### config.mk
export PLATFORM = sky130hd
export DESIGN_NAME = whd_despread_flat
export DESIGN_NICKNAME = d
export VERILOG_FILES = /design/src/rtl/whd_pkg.sv /design/src/rtl/whd_despread_if.sv /design/src/rtl/whd_round_sat.sv /design/src/rtl/whd_despread.sv /design/src/flat_wrapper.sv
export SDC_FILE = /design/constraint.sdc
export NUM_CORES = 2
export LEC_CHECK = 0
export CORE_MARGIN = 5
export CORE_UTILIZATION = 55
export DETAILED_ROUTE_END_ITERATION = 10
export PLACE_DENSITY = 0.76
export SETUP_SLACK_MARGIN = 0.1
export SLEW_MARGIN = 20
export SYNTH_ARGS = -nofsm -noshare
export SYNTH_HDL_FRONTEND = slang
export SYNTH_SLANG_ARGS = --single-unit
### constraint.sdc
create_clock -name clk -period 8.86 [get_ports clk]
set_input_delay 1.772 -clock clk [delete_from_list [all_inputs] [get_ports clk]]
set_output_delay 1.772 -clock clk [all_outputs]
set_load 0.02 [all_outputs]
### src/rtl/whd_pkg.sv
// rtl/whd_pkg.sv - shared widths, FSM states and Hadamard sign helper for the despreader
package whd_pkg;
  localparam int M     = 8;
  localparam int N     = 16;
  localparam int LOGN  = 4;
  localparam int W_IN  = M + LOGN;
  localparam int W_ACC = M + 2 * LOGN + 1;
  localparam int W_C   = LOGN - 1;

  typedef enum logic [1:0] {IDLE, ACC, FINAL, DONE} state_t;

  // 1 means H[r][k] = -1 (odd popcount of r & k)
  function automatic logic h_sign(input logic [LOGN-1:0] r, input logic [LOGN-1:0] k);
    return ^(r & k);
  endfunction
endpackage

### src/rtl/whd_despread_if.sv
// rtl/whd_despread_if.sv - block-in / block-out handshake bundle of the despreader
interface whd_despread_if;
  import whd_pkg::*;

  logic                  in_valid;
  logic                  in_ready;
  logic [N*W_IN-1:0]     y_in;
  logic                  out_valid;
  logic                  out_ready;
  logic [N*M-1:0]        u_out;
  logic                  sat_flag;

  modport master (
    output in_valid, y_in, out_ready,
    input  in_ready, out_valid, u_out, sat_flag
  );

  modport slave (
    input  in_valid, y_in, out_ready,
    output in_ready, out_valid, u_out, sat_flag
  );
endinterface

### src/rtl/whd_round_sat.sv
// rtl/whd_round_sat.sv - one lane: divide by N with round-half-up, then clamp to signed M bits
module whd_round_sat
  import whd_pkg::*;
(
  input  logic signed [W_ACC-1:0] acc_i,
  output logic        [M-1:0]     u_o,
  output logic                    clip_o
);
  localparam int W_V = W_ACC - LOGN;

  logic signed [W_ACC-1:0] sum;
  logic signed [W_V-1:0]   v;
  logic        [W_V-M:0]   top;

  assign sum = acc_i + W_ACC'(1 << (LOGN - 1));
  assign v   = W_V'(sum >>> LOGN);
  // v fits in M bits only when every bit from the M-1 sign position upward agrees
  assign top    = v[W_V-1:M-1];
  assign clip_o = !((&top) || !(|top));
  assign u_o    = !clip_o ? v[M-1:0]
                : (v[W_V-1] ? {1'b1, {(M-1){1'b0}}} : {1'b0, {(M-1){1'b1}}});
endmodule

### src/rtl/whd_despread.sv
// rtl/whd_despread.sv - Walsh-Hadamard despreader, two chip columns per cycle over N/2 cycles
module whd_despread
  import whd_pkg::*;
(
  input  logic           clk,
  input  logic           rst_n,
  whd_despread_if.slave  bus
);
  state_t                  state_q;
  logic [W_C-1:0]          c_q;
  logic [N-1:0][W_IN-1:0]  chip_q;
  logic signed [W_ACC-1:0] acc_q [N];
  logic signed [W_ACC-1:0] acc_d [N];
  logic [N-1:0][M-1:0]     u_q;
  logic [N-1:0][M-1:0]     u_d;
  logic [N-1:0]            clip;
  logic                    in_ready_q;
  logic                    out_valid_q;
  logic                    sat_q;
  logic signed [W_IN-1:0]  p;
  logic signed [W_IN-1:0]  q;
  logic signed [W_ACC-1:0] s_ext;
  logic signed [W_ACC-1:0] d_ext;

  assign p     = chip_q[{c_q, 1'b0}];
  assign q     = chip_q[{c_q, 1'b1}];
  assign s_ext = W_ACC'(p) + W_ACC'(q);
  assign d_ext = W_ACC'(p) - W_ACC'(q);

  // Odd rows flip sign between columns 2c and 2c+1, so they see p-q instead of p+q
  always_comb begin
    for (int r = 0; r < N; r++) begin
      acc_d[r] = acc_q[r];
      if (h_sign(LOGN'(r), {c_q, 1'b0}))
        acc_d[r] = acc_q[r] - (((r % 2) == 0) ? s_ext : d_ext);
      else
        acc_d[r] = acc_q[r] + (((r % 2) == 0) ? s_ext : d_ext);
    end
  end

  for (genvar g = 0; g < N; g++) begin : g_lane
    whd_round_sat u_rs (
      .acc_i  (acc_q[g]),
      .u_o    (u_d[g]),
      .clip_o (clip[g])
    );
  end

  always_ff @(posedge clk or negedge rst_n) begin
    if (!rst_n) begin
      state_q     <= IDLE;
      c_q         <= '0;
      chip_q      <= '0;
      u_q         <= '0;
      sat_q       <= 1'b0;
      in_ready_q  <= 1'b1;
      out_valid_q <= 1'b0;
      for (int r = 0; r < N; r++) acc_q[r] <= '0;
    end else begin
      case (state_q)
        IDLE: begin
          if (bus.in_valid) begin
            chip_q     <= bus.y_in;
            c_q        <= '0;
            in_ready_q <= 1'b0;
            state_q    <= ACC;
            for (int r = 0; r < N; r++) acc_q[r] <= '0;
          end
        end
        ACC: begin
          for (int r = 0; r < N; r++) acc_q[r] <= acc_d[r];
          c_q <= c_q + W_C'(1);
          if (c_q == W_C'(N / 2 - 1)) state_q <= FINAL;
        end
        FINAL: begin
          u_q         <= u_d;
          sat_q       <= |clip;
          out_valid_q <= 1'b1;
          state_q     <= DONE;
        end
        DONE: begin
          if (bus.out_ready) begin
            out_valid_q <= 1'b0;
            in_ready_q  <= 1'b1;
            state_q     <= IDLE;
          end
        end
        default: state_q <= IDLE;
      endcase
    end
  end

  assign bus.in_ready  = in_ready_q;
  assign bus.out_valid = out_valid_q;
  assign bus.u_out     = u_q;
  assign bus.sat_flag  = sat_q;
endmodule
### src/flat_wrapper.sv
// flat-port wrapper written by rule: the top's interface ports become plain ports
module whd_despread_flat import whd_pkg::*;
  (clk, rst_n, bus_in_valid, bus_y_in, bus_out_ready, bus_in_ready, bus_out_valid, bus_u_out, bus_sat_flag);
  whd_despread_if bus_i ();
  input  logic clk;
  input  logic rst_n;
  input wire logic [$bits(bus_i.in_valid)-1:0] bus_in_valid;
  input wire logic [$bits(bus_i.y_in)-1:0] bus_y_in;
  input wire logic [$bits(bus_i.out_ready)-1:0] bus_out_ready;
  output wire logic [$bits(bus_i.in_ready)-1:0] bus_in_ready;
  output wire logic [$bits(bus_i.out_valid)-1:0] bus_out_valid;
  output wire logic [$bits(bus_i.u_out)-1:0] bus_u_out;
  output wire logic [$bits(bus_i.sat_flag)-1:0] bus_sat_flag;
  assign bus_i.in_valid = bus_in_valid;
  assign bus_i.y_in = bus_y_in;
  assign bus_i.out_ready = bus_out_ready;
  assign bus_in_ready = bus_i.in_ready;
  assign bus_out_valid = bus_i.out_valid;
  assign bus_u_out = bus_i.u_out;
  assign bus_sat_flag = bus_i.sat_flag;
  whd_despread u_core (.clk(clk), .rst_n(rst_n), .bus(bus_i));
endmodule
==> out/qor.yml <==
timing:
  worst_slew_pin_slew_ps: 1200
  period_share_pct: 89.0
  fin_setup_tns_ps: 0
  grt_setup_unrepaired: "no"
  drv_slew: 0
  fin_crit_ps: 7890
  max_clock_freq_mhz: 127
  relSlewSlack_pct: 19.9
  setup_violations: 0
  clock-skew-final_ps: 22.9
  finalHoldViolCount: 0
setup_path:
  startpoint: "u_core.c_q[0]"
  worstSetupEndpointType: "flop"
  r2r-start: "u_core.c_q[0]"
  cp_slowest_cell: "dfrtp_4"
  cp_common_cell: "nor3b_4"
  worstPathCellList: "mux4_2 -> mux2_2 -> ha_1 -> fa_1 -> xor2_1 -> inv_1 -> nor3_2 -> nor3b_4 -> nor3b_4 -> nor3b_4 -> nor2b_1 -> nor2_1 -> xnor2_1 -> ha_1 -> or3_1 -> o31a_1 -> and4_1 -> a2111oi_0 -> xnor2_1 -> o21ai_1 -> a22o_1"
  critical_path_class: "flop to flop"
  required_ps: 9390
  max_stage_delay_ps: 760
  crit_fanout: 26
  startpoint_type: "flop"
  cp.arrival_ps: 8410
grt:
  grt_pass1_wl_um: 195000
  grt_pass1_vias: 35000
  overflow: 0
  grt_usage_pct: 28.2
  antenna_found_initial: 5
  grt_max_degree: 208
yosys:
  synth_warnings: 0
  synth_edf_count: 0
  synth_fp_nets: 5162
  synth_common_cells: "dfrtp_1, nor2_1, nand2_1"
  syn_area_per_cell_um2: 9.38
  synth_flop_cell: "dfrtp_1"
  netlist_area_um2: 43500
  synth_most_common_cell: "dfrtp_1"
  synth_cell_type_count: 89
  ys_seq_area_share_pct: 34.5
  yosys.area.top_type: "dfrtp_1"
  synth.area.top_cells: "dfrtp_1, ha_1, mux2_2"
  netlist_instances: 4644
  async_reset_ff_share_pct: 100
  synth_seq_cells: 600
  synth.top_cell.area_share_pct: 34.4
clock_network:
  path_clk_slew_ps: 60
  cts.repair.resized: 0
  clock_path_buffers: 3
  post_cts_buffers: 0
  numCtsBuffers: 71
  cts.sinks: 600
  clkLatencyLatePin_ps: 640
  cts_root_buffer: "clkbuf_16"
  htree_levels: 3
  holdBufCountCts: 0
  cts_tree: "done"
run:
  maxCapViolCount: 0
final_layout:
  final_core_util_pct: 63.9
  drive_gt1_share_pct: 11.1
  final_area_um2: 50300
  register_area_um2: 15000
  nFillCells: 6439
  nets: 5403
  area_delta_synth_final_pct: 15.6
  multiInputGateArea_um2: 27200
drt:
  routed_via_density: 6.05
  routedWlPerCell_um: 20.6
  drc: 0
  wirelength_um: 124000
  dr.pass1.iters: 5
  drt_iter0_drc: 2850
  vias: 36300
  detail-route-antenna-nets: 0
run_status:
  outcome: "complete, no violations"
die:
  dieHeight_um: 291
  initial_core_util_pct: 55.3
  die_width_um: 291
  ios: 327
  die_area_um2: 84900
  core_area_um2: 78700
  rows: 103
place:
  portBuffers: 326
  placed_area_um2: 47900
  gp_congestion: 0.935
  dp_hpwl_um: 90400
min_path:
  hold_class: "flop to flop"
  min_from: "u_core.bus.u_out[9]"
## layout by cell type, fill, tap and decap left out, types with 63 or more instances in the layout
cell,netlist,layout
xor2_1,146,146
clkbuf_16,0,71
nand2_1,341,339
ha_1,304,302
xnor2_1,309,304
o21a_1,65,64
nor2_1,419,419
a21oi_1,260,259
a22o_1,63,63
nand3_1,121,121
mux2i_1,84,84
o21ai_0,297,297
a21o_1,94,94
clkdlybuf4s50_1,0,325
inv_1,179,179
mux2_2,261,261
nand2b_1,67,67
dfrtp_1,599,596
## cell families (layout without fill, tap and decap cells)
| family | count (synthesis) | after routing | share of synthesized area, % |
|---|---|---|---|
| xor+xnor | 459 | 459 | 9.30 |
| flops | 600 | 600 | 34.5 |
| fa+ha+maj | 322 | 322 | 9.56 |
| buf+inv | 390 | 688 | 3.45 |
| simple gates | 1285 | 1285 | 13.9 |
| mux | 393 | 393 | 11.2 |
| compound gates | 1195 | 1195 | 18.2 |
| other cells | 0 | 1 | 0 |
## layout make-up
class | instances | area share (%)
Timing Repair Buffer | 371 | 7.29
Clock buffer | 103 | 4.09
Inverter | 187 | 1.39
Multi-Input combinational cell | 3654 | 53.9
Tap cell | 1050 | 2.61
Clock inverter | 27 | 0.828
Sequential cell | 600 | 29.8
Antenna cell | 1 | 0.00497
## final timing paths
| path | endpoint | slack [ps] | cells after the start |
|---|---|---|---|
| max | u_core.acc_q[50] | 970 | 21 |
| min | u_core.bus.u_out[9] | 480 | 1 |
| max reg2reg | u_core.acc_q[50] | 970 | 21 |
| min reg2reg | u_core.bus.u_out[9] | 480 | 1 |
| max in group asynchronous | u_core.c_q[2] | 6100 | 2 |
| min in group asynchronous | u_core.bus.u_out[87] | 1120 | 1 |
## metal layers
metal  part of all wire [%]  vias to the layer above  global-route usage, %
li1                       -                    17300                      -
met1                     42                    17500                   36.2
met2                     47                     1184                   46.7
met3                    7.5                      266                   6.56
met4                    4.2                        6                   10.7
met5                  0.036                        -                      0
## state kept, by name (all words and copies together) (netlist names)
signal / cells
u_core.acc_q: 272
u_core.chip_q: 192
u_core.bus.u_out: 128
u_core.c_q: 3
u_core.state_q: 2
u_core.bus.in_ready: 1
u_core.bus.out_valid: 1
u_core.bus.sat_flag: 1
## stage by stage
stage / hold WS (ps) / setup slack, ps / std cells
final: 481 / 973 / 5993
after CTS: 489 / 1020 / 5992
after global routing: 506 / 442 / 5992
after detailed placement: 467 / 1030 / 5862
after global placement: 469 / 1180 / 5862
after floorplan: 456 / 1460 / 4644
## critical path: cells and delay by family (launching register included)
| family | cells | cell delay [ps] |
|---|---|---|
| and+or+nand+nor | 8 | 2980 |
| AOI/OAI and AO/OA | 4 | 1050 |
| adders and majority gates | 3 | 970 |
| muxes | 2 | 890 |
| xor gates and xnor gates | 3 | 790 |
| DFF | 1 | 760 |
| buffers and inverters | 1 | 330 |
Power is left out: the tool's default activity adds up to more than one toggle a clock period on the data nets, which glitch-free logic cannot reach.
